### src/rtl/if_id_fetch_queue.sv
// IF/ID fetch queue: circular buffer of fetch bundles between fetch and decode.
// Decode may take a prefix of the head bundle; the remaining lanes shift down to lane 0.
module if_id_fetch_queue #(
    parameter int unsigned          LANES     = 2,
    parameter int unsigned          DEPTH     = 4,
    parameter int unsigned          DATA_W    = 16,
    parameter logic [DATA_W-1:0]    NOP_INSTR = 16'hFFFF
) (
    input  logic                          clock,
    input  logic                          reset,
    input  logic                          flush,
    input  logic                          in_valid,
    output logic                          in_ready,
    input  logic [LANES-1:0]              in_lane_valid,
    input  logic [LANES*DATA_W-1:0]       in_pc,
    input  logic [LANES*DATA_W-1:0]       in_pc_plus1,
    input  logic [LANES*DATA_W-1:0]       in_instr,
    output logic                          out_valid,
    output logic [LANES-1:0]              out_lane_valid,
    output logic [LANES*DATA_W-1:0]       out_pc,
    output logic [LANES*DATA_W-1:0]       out_pc_plus1,
    output logic [LANES*DATA_W-1:0]       out_instr,
    input  logic [$clog2(LANES+1)-1:0]    out_consume,
    output logic [$clog2(DEPTH+1)-1:0]    count
);

    localparam int unsigned CW = $clog2(LANES + 1);
    localparam int unsigned PW = $clog2(DEPTH);
    localparam int unsigned NW = $clog2(DEPTH + 1);

    logic [LANES-1:0]        valid_q [DEPTH];
    logic [LANES*DATA_W-1:0] pc_q    [DEPTH];
    logic [LANES*DATA_W-1:0] pcp1_q  [DEPTH];
    logic [LANES*DATA_W-1:0] instr_q [DEPTH];

    logic [PW-1:0] wr_ptr_q, rd_ptr_q, wr_ptr_nxt, rd_ptr_nxt;
    logic [NW-1:0] count_q, count_d;

    logic [LANES-1:0]        head_valid, sh_valid;
    logic [LANES*DATA_W-1:0] head_pc, head_pcp1, head_instr;
    logic [LANES*DATA_W-1:0] sh_pc, sh_pcp1, sh_instr;
    logic [CW-1:0]           head_lanes, take;
    logic                    push, pop, shift;

    assign in_ready  = (count_q < NW'(DEPTH));
    assign out_valid = (count_q != '0);
    assign count     = count_q;

    assign push = in_valid && in_ready && (|in_lane_valid);

    assign head_valid = valid_q[rd_ptr_q];
    assign head_pc    = pc_q[rd_ptr_q];
    assign head_pcp1  = pcp1_q[rd_ptr_q];
    assign head_instr = instr_q[rd_ptr_q];

    assign wr_ptr_nxt = (wr_ptr_q == PW'(DEPTH - 1)) ? '0 : wr_ptr_q + 1'b1;
    assign rd_ptr_nxt = (rd_ptr_q == PW'(DEPTH - 1)) ? '0 : rd_ptr_q + 1'b1;

    // Lanes decode actually takes: consume clamped to LANES and to the valid head lanes.
    always_comb begin
        head_lanes = '0;
        for (int i = 0; i < LANES; i++) begin
            head_lanes = head_lanes + CW'(head_valid[i]);
        end
        take = (out_consume > CW'(LANES)) ? CW'(LANES) : out_consume;
        if (take > head_lanes) take = head_lanes;
        if (!out_valid) take = '0;
    end

    assign pop   = (take != '0) && (take == head_lanes);
    assign shift = (take != '0) && !pop;

    // Head entry with the first `take` lanes removed and the rest moved down.
    always_comb begin
        sh_valid = '0;
        sh_pc    = '0;
        sh_pcp1  = '0;
        sh_instr = '0;
        for (int i = 0; i < LANES; i++) begin
            for (int j = 0; j < LANES; j++) begin
                if (i + int'(take) == j) begin
                    sh_valid[i]                = head_valid[j];
                    sh_pc[i*DATA_W +: DATA_W]    = head_pc[j*DATA_W +: DATA_W];
                    sh_pcp1[i*DATA_W +: DATA_W]  = head_pcp1[j*DATA_W +: DATA_W];
                    sh_instr[i*DATA_W +: DATA_W] = head_instr[j*DATA_W +: DATA_W];
                end
            end
        end
    end

    // Output lanes: empty queue or invalid lanes read as PC 0 / NOP.
    always_comb begin
        out_lane_valid = '0;
        out_pc         = '0;
        out_pc_plus1   = '0;
        out_instr      = '0;
        for (int i = 0; i < LANES; i++) begin
            if (out_valid && head_valid[i]) begin
                out_lane_valid[i]             = 1'b1;
                out_pc[i*DATA_W +: DATA_W]       = head_pc[i*DATA_W +: DATA_W];
                out_pc_plus1[i*DATA_W +: DATA_W] = head_pcp1[i*DATA_W +: DATA_W];
                out_instr[i*DATA_W +: DATA_W]    = head_instr[i*DATA_W +: DATA_W];
            end else begin
                out_instr[i*DATA_W +: DATA_W]    = NOP_INSTR;
            end
        end
    end

    assign count_d = count_q + NW'(push) - NW'(pop);

    // Queue state: reset/flush clear everything, otherwise push at tail and pop/shift the head.
    always_ff @(posedge clock) begin
        if (reset || flush) begin
            wr_ptr_q <= '0;
            rd_ptr_q <= '0;
            count_q  <= '0;
            for (int d = 0; d < DEPTH; d++) begin
                valid_q[d] <= '0;
            end
        end else begin
            // wr_ptr never equals rd_ptr while both a push and a head update happen.
            if (push) begin
                valid_q[wr_ptr_q] <= in_lane_valid;
                pc_q[wr_ptr_q]    <= in_pc;
                pcp1_q[wr_ptr_q]  <= in_pc_plus1;
                instr_q[wr_ptr_q] <= in_instr;
                wr_ptr_q          <= wr_ptr_nxt;
            end
            if (pop) begin
                valid_q[rd_ptr_q] <= '0;
                rd_ptr_q          <= rd_ptr_nxt;
            end else if (shift) begin
                valid_q[rd_ptr_q] <= sh_valid;
                pc_q[rd_ptr_q]    <= sh_pc;
                pcp1_q[rd_ptr_q]  <= sh_pcp1;
                instr_q[rd_ptr_q] <= sh_instr;
            end
            count_q <= count_d;
        end
    end

endmodule

### config.mk
export PLATFORM = sky130hd
export DESIGN_NAME = if_id_fetch_queue
export DESIGN_NICKNAME = d
export VERILOG_FILES = /design/src/rtl/if_id_fetch_queue.sv
export SDC_FILE = /design/constraint.sdc
export NUM_CORES = 1
export LEC_CHECK = 0
export CORE_MARGIN = 2
export CORE_UTILIZATION = 38
export CTS_CLUSTER_DIAMETER = 40
export DETAILED_ROUTE_END_ITERATION = 8
export PLACE_DENSITY = 0.57
export SLEW_MARGIN = 10
export SYNTH_ARGS = -nofsm -noshare
export SYNTH_HDL_FRONTEND = slang
export SYNTH_SLANG_ARGS = --single-unit
export TNS_END_PERCENT = 30
### constraint.sdc
create_clock -name clock -period 7.1 [get_ports clock]
set_input_delay 0.71 -clock clock [delete_from_list [all_inputs] [get_ports clock]]
set_output_delay 0.71 -clock clock [all_outputs]
set_load 0.02 [all_outputs]
==> metrics.md, run 1 <==
| Metric | Value |
|---|---|
| Outcome | `completed` |
| Routed Antenna Nets | `0` |
| P per Cell Area | `about 260 nW/um2` |
| Period utilization | `about 81%` |
| Post-CTS Setup Inserts | `0` |
| Pre-CTS setup slack | `1350 ps` |
| XOR/XNOR Fraction of Synth Area | `less than 1%` |
| Static Leakage | `roughly 8.7 nW` |
| Largest family of logic cells by synthesized area | `multiplexers` |
| TritonCTS clock tree | `built` |
| Crit-path max FO | `between 40 and 50` |
| WS Path Type | `register to register` |
| Synthesized area per cell | `14.8 um2` |
| Hold path start | `wr_ptr_q[1]$_SDFFE_PP0P_` |
| Design Power | `6.68 mW` |
| TNS Setup | `0 ps` |
| Core footprint | `between 50000 and 60000 um2` |
| R2r setup slk | `1370 ps` |
| Setup-failing EPs final | `0` |
| Chip Height | `around 240 um` |
| CTS Buf Count | `72` |
| Vias per cell | `5.64` |
| Syn nets | `~1500` |
| Post-route worst setup slack | `between 1000 and 1500 ps` |
| Cell count after synthesis | `approximately 1400` |
| Final HPWL DP | `~35000 um` |
| WP data required | `between 7000 and 8000 ps` |
| Simple-gate share of the synthesized area | `between 10% and 20%` |
| Cell variety after synth | `45` |
| Slowest cell on the critical path | `mux4_2` |
| Final Cell Area | `25900 um2` |
| Switching share of power | `22.9%` |
| Gate power share | `around 8%` |
| IO Count | `approximately 210` |
| Share of cells above drive strength 1 | `around 28%` |
| CTS max path bufs | `3` |
| Hold Buf Count CTS | `0` |
| Residual DRC | `0` |
| IO Port Bufs | `between 200 and 250` |
| Worst skew pair latency | `between 500 and 600 ps` |
| Top FF cell, synth | `edfxtp_1` |
| Max-slew headroom | `27.3%` |
| Sink Count | `about 400` |
| Worst EP arrival | `5980 ps` |
| Vias after detailed routing | `13238` |
| FILL cells | `around 4700` |
| Post-CTS sizing | `0` |
| Dpl cell area | `~23000 um2` |
| Starting Density | `between 30% and 40%` |
| Hold Vio Cnt, Final | `0` |
| Fmax | `roughly 170 MHz` |
| Ys async rst share | `0%` |
| CP delay by family, top | `compound AO/OA/AOI/OAI gates` |
| Max incr delay on CP | `800 ps` |
| Total GRT Usage | `a little over a fifth` |
| Post-synthesis sequential area ratio | `between 50% and 60%` |
| Grt total ovfl | `0` |
| Die Wd | `about 240 um` |
| Worst setup EP type | `register` |
| Yosys reg bits | `~400` |
| Startpoint Class | `register` |
| Max-cap viol count | `0` |
| Fin nets | `1710` |
| Clk pin slew, worst setup/hold paths | `roughly 50 ps` |
| CTS Root Cell | `clkbuf_16` |
| Die area | `approximately 56000 um2` |
| Most common cell after layout, fill and taps aside | `edfxtp_1` |
| Slew Viols, Final | `0` |
| Final RePlAce weighted congestion | `between 0.7 and 0.8` |
| Layout Skew | `about 17 ps` |
| Pint | `between 5 and 6 mW` |
| CTS H-Tree Depth | `3` |
| RSZ-0062 raised after global routing | `no` |
| Area grow syn2layout | `25.0%` |
| First-pass GRT wire length | `90300 um` |
| Largest net degree at the start of global routing | `97` |
| Number of synthesized flops with an enable pin | `392` |
| Yosys Warn Count | `0` |
| Synth Area in Adders | `0.821%` |
| Final critical-path required period | `around 5700 ps` |
| Antenna violations before repair | `5` |
| Critical-path cell list | `mux4_2 -> ha_1 -> nand2b_1 -> a221o_2 -> buf_4 -> a31oi_4 -> o2111ai_4 -> nand2_4 -> buf_12` |
| Max IR drop VDD | `0.173 mV` |
| Seq pwr share | `about two fifths` |
| Iter 0 DRT Violations | `~950` |
| Net switching power | `between 1.5 and 2 mW` |
| Mux cell area share after synthesis | `between 20% and 30%` |
| Post-synthesis instance area | `20700 um2` |
| Post-Route WL | `around 61000 um` |
| Drt pass-1 iters | `5` |
| Most frequent cells in the layout | `edfxtp_1, clkdlybuf4s50_1, and2_1` |
| Slew @ Worst Pin | `1090 ps` |
| Class of the worst hold path | `register to register` |
| Worst Path Buf+Inv | `2` |
| Compound-Gate Fraction of Synth Area | `approximately 3%` |
| Core Rows | `85` |
| WL/cell | `25.8 um` |
| Number of global-route vias before repair | `~14000` |
| Clock share of power | `between 50% and 60%` |
[synth_stat cells (16+ instances only)]
cell	n	area share [%]
and2_1	194	5.9
and3_1	64	1.9
buf_2	16	0.39
buf_6	20	1.1
clkbuf_1	65	1.2
edfxtp_1	392	57
mux2_1	16	0.87
mux2_2	174	9.5
mux4_2	98	11
nand2_1	68	1.2
nand2b_1	17	0.51
nand3_1	50	1.2
nand4_1	51	1.5
o211ai_1	50	1.8
or2_2	17	0.51
[worst min-delay path, delay by kind of cell, from the launching register on]
| kind | cells | cell delay, ps |
|---|---|---|
| and+or+nand+nor | 1 | 50 |
| muxes | 1 | 170 |
| DFF | 1 | 370 |
[cell families after synthesis]
logic type / after synthesis
adder cells (fa/ha/maj): 13
multiplexers: 300
flip-flops: 401
XOR/XNOR: 3
buffers and inverters: 126
AO/OA/AOI/OAI: 72
AND/OR/NAND/NOR: 488
[metal layers]
metal | routed length [um] | vias to the layer above | track usage (%)
li1 | - | 5865 | -
met1 | 25000 | 6744 | 28.0
met2 | 29500 | 510 | 35.9
met3 | 4650 | 111 | 5.35
met4 | 1460 | 8 | 6.50
met5 | 52 | - | 0
[flip-flops by register name, indices dropped and copies added (netlist names), named ones only]
register,flops
pcp1_q,128
pc_q,128
instr_q,128
rd_ptr_q,2
count,3
valid_q,8
wr_ptr_q,2
[final cells by class]
class	count	area (um2)	area share, %
diodes	2	5.00	0.0193
clock buffers	87	1990	7.70
clock inverters	43	477	1.84
inverters	9	33.8	0.130
multi-input cells	876	8180	31.6
flip-flops and latches	401	12000	46.2
well taps	696	871	3.36
repair buffers	233	2380	9.18
[through the flow]
stage	cells	utilization (%)	hold WS, ps
after floorplan	1403	-	534
after global placement	2215	43.5	579
after detailed placement	2215	43.5	618
after CTS	2345	48.1	630
after global routing	2346	48.1	683
final	2347	48.1	640
[power by group through the flow]
| stage | clock network (mW) | registers (mW) | logic [mW] |
|---|---|---|---|
| 3_3_place_gp | 0 | 2.68 | 0.526 |
| 2_1_floorplan | 0 | 2.68 | 0.314 |
| 3_5_place_dp | 0 | 2.68 | 0.534 |
| 4_1_cts | 3.55 | 2.64 | 0.537 |
| 6_report | 3.50 | 2.64 | 0.537 |
| 5_1_grt | 3.65 | 2.64 | 0.579 |
[final timing paths]
check	endpoint	cells after the start
worst max-delay path	pcp1_q[2][5]$_DFFE_PP_	9
worst min-delay path	wr_ptr_q[1]$_SDFFE_PP0P_	2
worst max register to register	pcp1_q[2][5]$_DFFE_PP_	9
worst min register to register	wr_ptr_q[1]$_SDFFE_PP0P_	2
(Power assumes the default switching activity.)
==> run 2: changes to the inputs <==
==> constraint.sdc (replaced) <==
create_clock -name clock -period 5.4 [get_ports clock]
set_input_delay 0.54 -clock clock [delete_from_list [all_inputs] [get_ports clock]]
set_output_delay 0.54 -clock clock [all_outputs]
set_load 0.02 [all_outputs]
==> run 2 against run 1 <==
- cell count is essentially flat
- clock power is 19% higher
- clock-buffer cell count down 9
- critical path type is now register to output port
==> metrics.md, run 2 (same netlist as run 1, synthesis figures left out) <==
| Metric | Value |
|---|---|
| Vias after detailed routing | `roughly 13000` |
| Slew @ Worst Pin | `~1100 ps` |
| Final Hold Slack | `598 ps` |
| First-pass GRT wire length | `roughly 90000 um` |
| Hold depth | `2` |
| Post-Route WL | `approximately 60000 um` |
| Post-route worst setup slack | `about 860 ps` |
| Grt total ovfl | `0` |
| Slew Viols, Final | `0` |
| Total GRT Usage | `~21%` |
| Max IR drop VDD | `~0.18 mV` |
| Max-cap viol count | `0` |
| Reg2reg end | `instr_q[3][10]$_DFFE_PP_` |
| Max incr delay on CP | `slightly below 700 ps` |
| Vias per cell | `roughly 5.6` |
| Core footprint | `about 54000 um2` |
| P per Cell Area | `324 nW/um2` |
| Hold path start | `rd_ptr_q[1]$_SDFFE_PP0P_` |
| Reg2Reg Depth | `9` |
| CTS H-Tree Depth | `3` |
| Static Leakage | `8.69 nW` |
| Antenna violations before repair | `3` |
| Startpoint Class | `register` |
| Worst setup EP type | `output port` |
| CTS Root Cell | `clkbuf_16` |
| Fmax | `about 220 MHz` |
| Period utilization | `approximately 84%` |
| WP data required | `a little under 5000 ps` |
| IO Count | `slightly above 200` |
| Setup-failing EPs final | `0` |
| Post-CTS Setup Inserts | `0` |
| WL/cell | `~26 um` |
| Drt pass-1 iters | `7` |
| Placed Cells | `approximately 2200` |
| Class of the worst hold path | `register to register` |
| CTS max path bufs | `3` |
| Area grow syn2layout | `24.5%` |
| Fin nets | `1719` |
| Final critical-path required period | `4540 ps` |
| Routed Antenna Nets | `0` |
| Most frequent cells in the layout | `edfxtp_1, clkdlybuf4s50_1, and2_1` |
| Share of cells above drive strength 1 | `about 27%` |
| Residual DRC | `0` |
| Clk pin slew, worst setup/hold paths | `50 ps` |
| IO Port Bufs | `206` |
| Chip Height | `between 200 and 250 um` |
| Hold Vio Cnt, Final | `0` |
| Final HPWL DP | `36600 um` |
| Outcome | `completed` |
| Number of global-route vias before repair | `between 10000 and 15000` |
| WS Path Type | `register to output port` |
| Slowest cell on the critical path | `and2_0` |
| Worst Path Buf+Inv | `3` |
| Hold Buf Count CTS | `0` |
| Critical-path cell list | `nor3_2 -> buf_4 -> inv_2 -> and2_0 -> nand2b_1 -> clkdlybuf4s50_1` |
| Pre-CTS setup slack | `around 730 ps` |
| Final RePlAce weighted congestion | `0.768` |
| Die area | `roughly 56000 um2` |
| Sink Count | `between 400 and 500` |
| Iter 0 DRT Violations | `between 1000 and 1500` |
| Die Wd | `~240 um` |
| Worst EP arrival | `roughly 4000 ps` |
| TritonCTS clock tree | `built` |
| Most common cell after layout, fill and taps aside | `edfxtp_1` |
| Post-CTS sizing | `0` |
| Worst skew pair latency | `slightly below 600 ps` |
| TNS Setup | `0 ps` |
| CP delay by family, top | `buffers and inverters` |
| Biggest regs | `instr_q x128, pc_q x128, pcp1_q x128` |
| R2r setup slk | `a little under 1000 ps` |
| Core Rows | `85` |
| Max-slew headroom | `about a quarter` |
| Layout Skew | `just under 30 ps` |
| Crit-path max FO | `51` |
| Final std cells w/o fill | `between 2000 and 2500` |
| CTS Buf Count | `66` |
| Largest net degree at the start of global routing | `97` |
| Starting Density | `about two fifths` |
| RSZ-0062 raised after global routing | `no` |
run 2: cell count changes in the layout (fill, tap and decap cells not counted), moves of 2 or more:
cell | before | now
inv_6 | 7 | 5
clkinvlp_4 | 7 | 2
clkbuf_1 | 7 | 9
clkinv_1 | 4 | 9
clkbuf_16 | 77 | 69
buf_4 | 18 | 26
buf_12 | 9 | 16
clkinv_4 | 6 | 2
clkbuf_8 | 3 | 0
run 2: tightest hold or removal path, cell delays in order, from the launching register on:
cell and delay, ps:
dfxtp_1 370, mux2i_1 110, nor2_1 80
run 2: metrics by stage:
| stage | power [mW] | util (%) | cell area (um2) |
|---|---|---|---|
| 2_1_floorplan | 3.94 | - | 20700 |
| 3_3_place_gp | 4.24 | 43.9 | 23600 |
| 3_5_place_dp | 4.25 | 43.9 | 23600 |
| 4_1_cts | 8.42 | 47.9 | 25800 |
| 5_1_grt | 8.61 | 47.9 | 25800 |
| 6_report | 8.35 | 47.9 | 25800 |
run 2: layout make-up:
type / count / area (um2)
Sequential cell: 401 / 12000
Tap cell: 696 / 871
Inverter: 9 / 33.8
Fill cell: 4706 / 28000
Clock inverter: 36 / 400
Timing Repair Buffer: 248 / 2580
Multi-Input combinational cell: 876 / 8180
Antenna cell: 1 / 2.50
Clock buffer: 78 / 1760
run 2: worst max-delay path by stage:
stage,start,cells past startpoint,slack [ps],endpoint
after floorplan,register,11,290,instr_q[0][0]$_DFFE_PP_
after detailed placement,out_consume[1],11,730,instr_q[0][10]$_DFFE_PP_
after global placement,out_consume[1],11,740,instr_q[0][10]$_DFFE_PP_
after global routing,count[1]$_SDFF_PP0_,6,680,out_instr[31]
final,count[1]$_SDFF_PP0_,6,860,out_instr[31]
after CTS,count[1]$_SDFF_PP0_,6,800,out_instr[31]
run 2: where the power goes:
| group | internal (mW) | switching, mW |
|---|---|---|
| Sequential | 3.46 | 0.00981 |
| Combinational | 0.306 | 0.418 |
| Clock | 2.70 | 1.46 |
| Total | 6.46 | 1.89 |
run 2: layer usage:
metal | part of all wire [%] | wire [um] | global-route usage, % | up-vias
met1 | 42 | 25300 | 28.0 | 6747
met5 | 0.042 | 25 | 0 | -
met2 | 49 | 29600 | 35.8 | 443
li1 | - | - | - | 5854
met3 | 6.2 | 3710 | 4.34 | 103
met4 | 2.6 | 1590 | 7.03 | 4
==> run 3: changes to the inputs <==
==> constraint.sdc (replaced) <==
create_clock -name clock -period 4.4 [get_ports clock]
set_input_delay 0.44 -clock clock [delete_from_list [all_inputs] [get_ports clock]]
set_output_delay 0.44 -clock clock [all_outputs]
set_load 0.02 [all_outputs]
==> run 3 against run 2 <==
- global-route usage up 0.40 points
- sequential share of layout area shrank 0.35 points
- routed wire length up 1.9%
- flip-flop and latch count unchanged
- non-clock buffer count is 15 higher
- register-to-register slack worse by 830 ps
- final area grew 0.77%
==> metrics.md, run 3 (same netlist as run 1, synthesis figures left out) <==
| Metric | Value |
|---|---|
| Final Hold Slack | `between 500 and 600 ps` |
| Max-slew headroom | `a little under two fifths` |
| Final critical-path required period | `between 4000 and 5000 ps` |
| TNS Setup | `0 ps` |
| Class of the worst hold path | `input pin to register` |
| Antenna violations before repair | `8` |
| Grt total ovfl | `0` |
| Outcome | `completed` |
| P per Cell Area | `approximately 400 nW/um2` |
| Hold depth | `2` |
| Dpl cell area | `23800 um2` |
| Setup-failing EPs final | `0` |
| CTS Buf Count | `67` |
| Residual DRC | `0` |
| Crit-path max FO | `20` |
| Biggest regs | `instr_q x128, pc_q x128, pcp1_q x128` |
| Placed Cells | `2245` |
| Sink Count | `401` |
| Pre-CTS setup slack | `between 100 and 150 ps` |
| Hold Buf Count CTS | `0` |
| TritonCTS clock tree | `built` |
| Hold Vio Cnt, Final | `0` |
| Post-route worst setup slack | `approximately 160 ps` |
| Most frequent cells in the layout | `edfxtp_1, clkdlybuf4s50_1, and2_1` |
| Post-CTS Setup Inserts | `0` |
| Post-Route WL | `61300 um` |
| Fmax | `approximately 240 MHz` |
| Slew @ Worst Pin | `about 940 ps` |
| WS Path Type | `register to register` |
| Final RePlAce weighted congestion | `~0.84` |
| Area grow syn2layout | `25.4%` |
| WL/cell | `25.9 um` |
| Worst skew pair latency | `590 ps` |
| Max-cap viol count | `0` |
| Total GRT Usage | `21.8%` |
| Final std cells w/o fill | `2366` |
| Most common cell after layout, fill and taps aside | `edfxtp_1` |
| Post-layout util | `a little under 50%` |
| Vias after detailed routing | `~13000` |
| Iter 0 DRT Violations | `between 900 and 1000` |
| CTS max path bufs | `3` |
| RSZ-0062 raised after global routing | `yes` |
| CTS Root Cell | `clkbuf_16` |
| Reg2Reg Depth | `9` |
| Chip Height | `between 200 and 250 um` |
| Final HPWL DP | `roughly 37000 um` |
| First-pass GRT wire length | `roughly 90000 um` |
| Slew Viols, Final | `0` |
| Routed Antenna Nets | `0` |
| WP data required | `4720 ps` |
| Largest net degree at the start of global routing | `just under 100` |
| Max IR drop VDD | `0.236 mV` |
| Design Power | `roughly 10 mW` |
| Hold path start | `in_instr[31]` |
| IO Port Bufs | `about 200` |
| Hold Path End | `instr_q[1][31]$_DFFE_PP_` |
| CTS H-Tree Depth | `3` |
| Number of global-route vias before repair | `14089` |
| Worst setup EP type | `register` |
| Die area | `between 50000 and 60000 um2` |
| Period utilization | `96.4%` |
| Starting Density | `roughly two fifths` |
| Drt pass-1 iters | `5` |
| Final Cell Area | `~26000 um2` |
| Post-CTS sizing | `0` |
| Worst EP arrival | `4560 ps` |
| FILL cells | `roughly 4700` |
| Die Wd | `approximately 240 um` |
| Layout Skew | `22.6 ps` |
| Share of cells above drive strength 1 | `roughly 28%` |
| Vias per cell | `between 5 and 6` |
| Clk pin slew, worst setup/hold paths | `~50 ps` |
| Fin nets | `about 1700` |
| Startpoint Class | `register` |
| Static Leakage | `8.79 nW` |
| Core footprint | `roughly 54000 um2` |
| IO Count | `between 200 and 250` |
| R2r setup slk | `about 160 ps` |
| Core Rows | `between 80 and 90` |
| Reg2reg end | `pc_q[0][0]$_DFFE_PP_` |
run 3: power by group:
part	total, mW	internal [mW]	switching, mW
Sequential	4.25	4.24	0.0119
Combinational	0.881	0.371	0.509
Clock	5.25	3.37	1.87
Total	10.4	7.99	2.39
run 3: routing by layer:
layer / up-vias / global-route usage (%) / wire length [um]
li1: 5923 / - / -
met1: 6752 / 27.6 / 25500
met2: 491 / 36.4 / 29700
met3: 113 / 5.69 / 4270
met4: 12 / 7.72 / 1810
met5: - / 0 / 84
run 3: worst max-delay path by stage:
stage / from / endpoint / slack (ps) / depth (start not counted)
2_1_floorplan: register / count[2]$_SDFF_PP0_ / 50 / 15
3_3_place_gp: register / pcp1_q[0][7]$_DFFE_PP_ / 220 / 9
3_5_place_dp: register / pc_q[0][21]$_DFFE_PP_ / 140 / 10
4_1_cts: register / pcp1_q[0][29]$_DFFE_PP_ / 130 / 10
5_1_grt: register / pc_q[0][27]$_DFFE_PP_ / -5 / 10
6_report: register / pc_q[0][0]$_DFFE_PP_ / 160 / 9
run 3: critical path: stages (launching register included):
cell and delay (ps):
dfxtp_4 370, mux4_2 520, ha_1 340, ha_1 400, or4_1 590, a31oi_1 230, a31oi_2 140, o2111ai_4 580
buf_4 420, mux2_2 380
run 3: area by class of cell:
class | count | area, um2 | share of cell area (%)
multi-input combinational | 876 | 8220 | 31.6
tap | 696 | 871 | 3.35
clock buffer | 81 | 1750 | 6.74
timing repair buffer | 263 | 2680 | 10.3
inverter | 9 | 33.8 | 0.130
sequential | 401 | 12000 | 46.0
clock inverter | 38 | 470 | 1.81
antenna | 2 | 5.00 | 0.0193
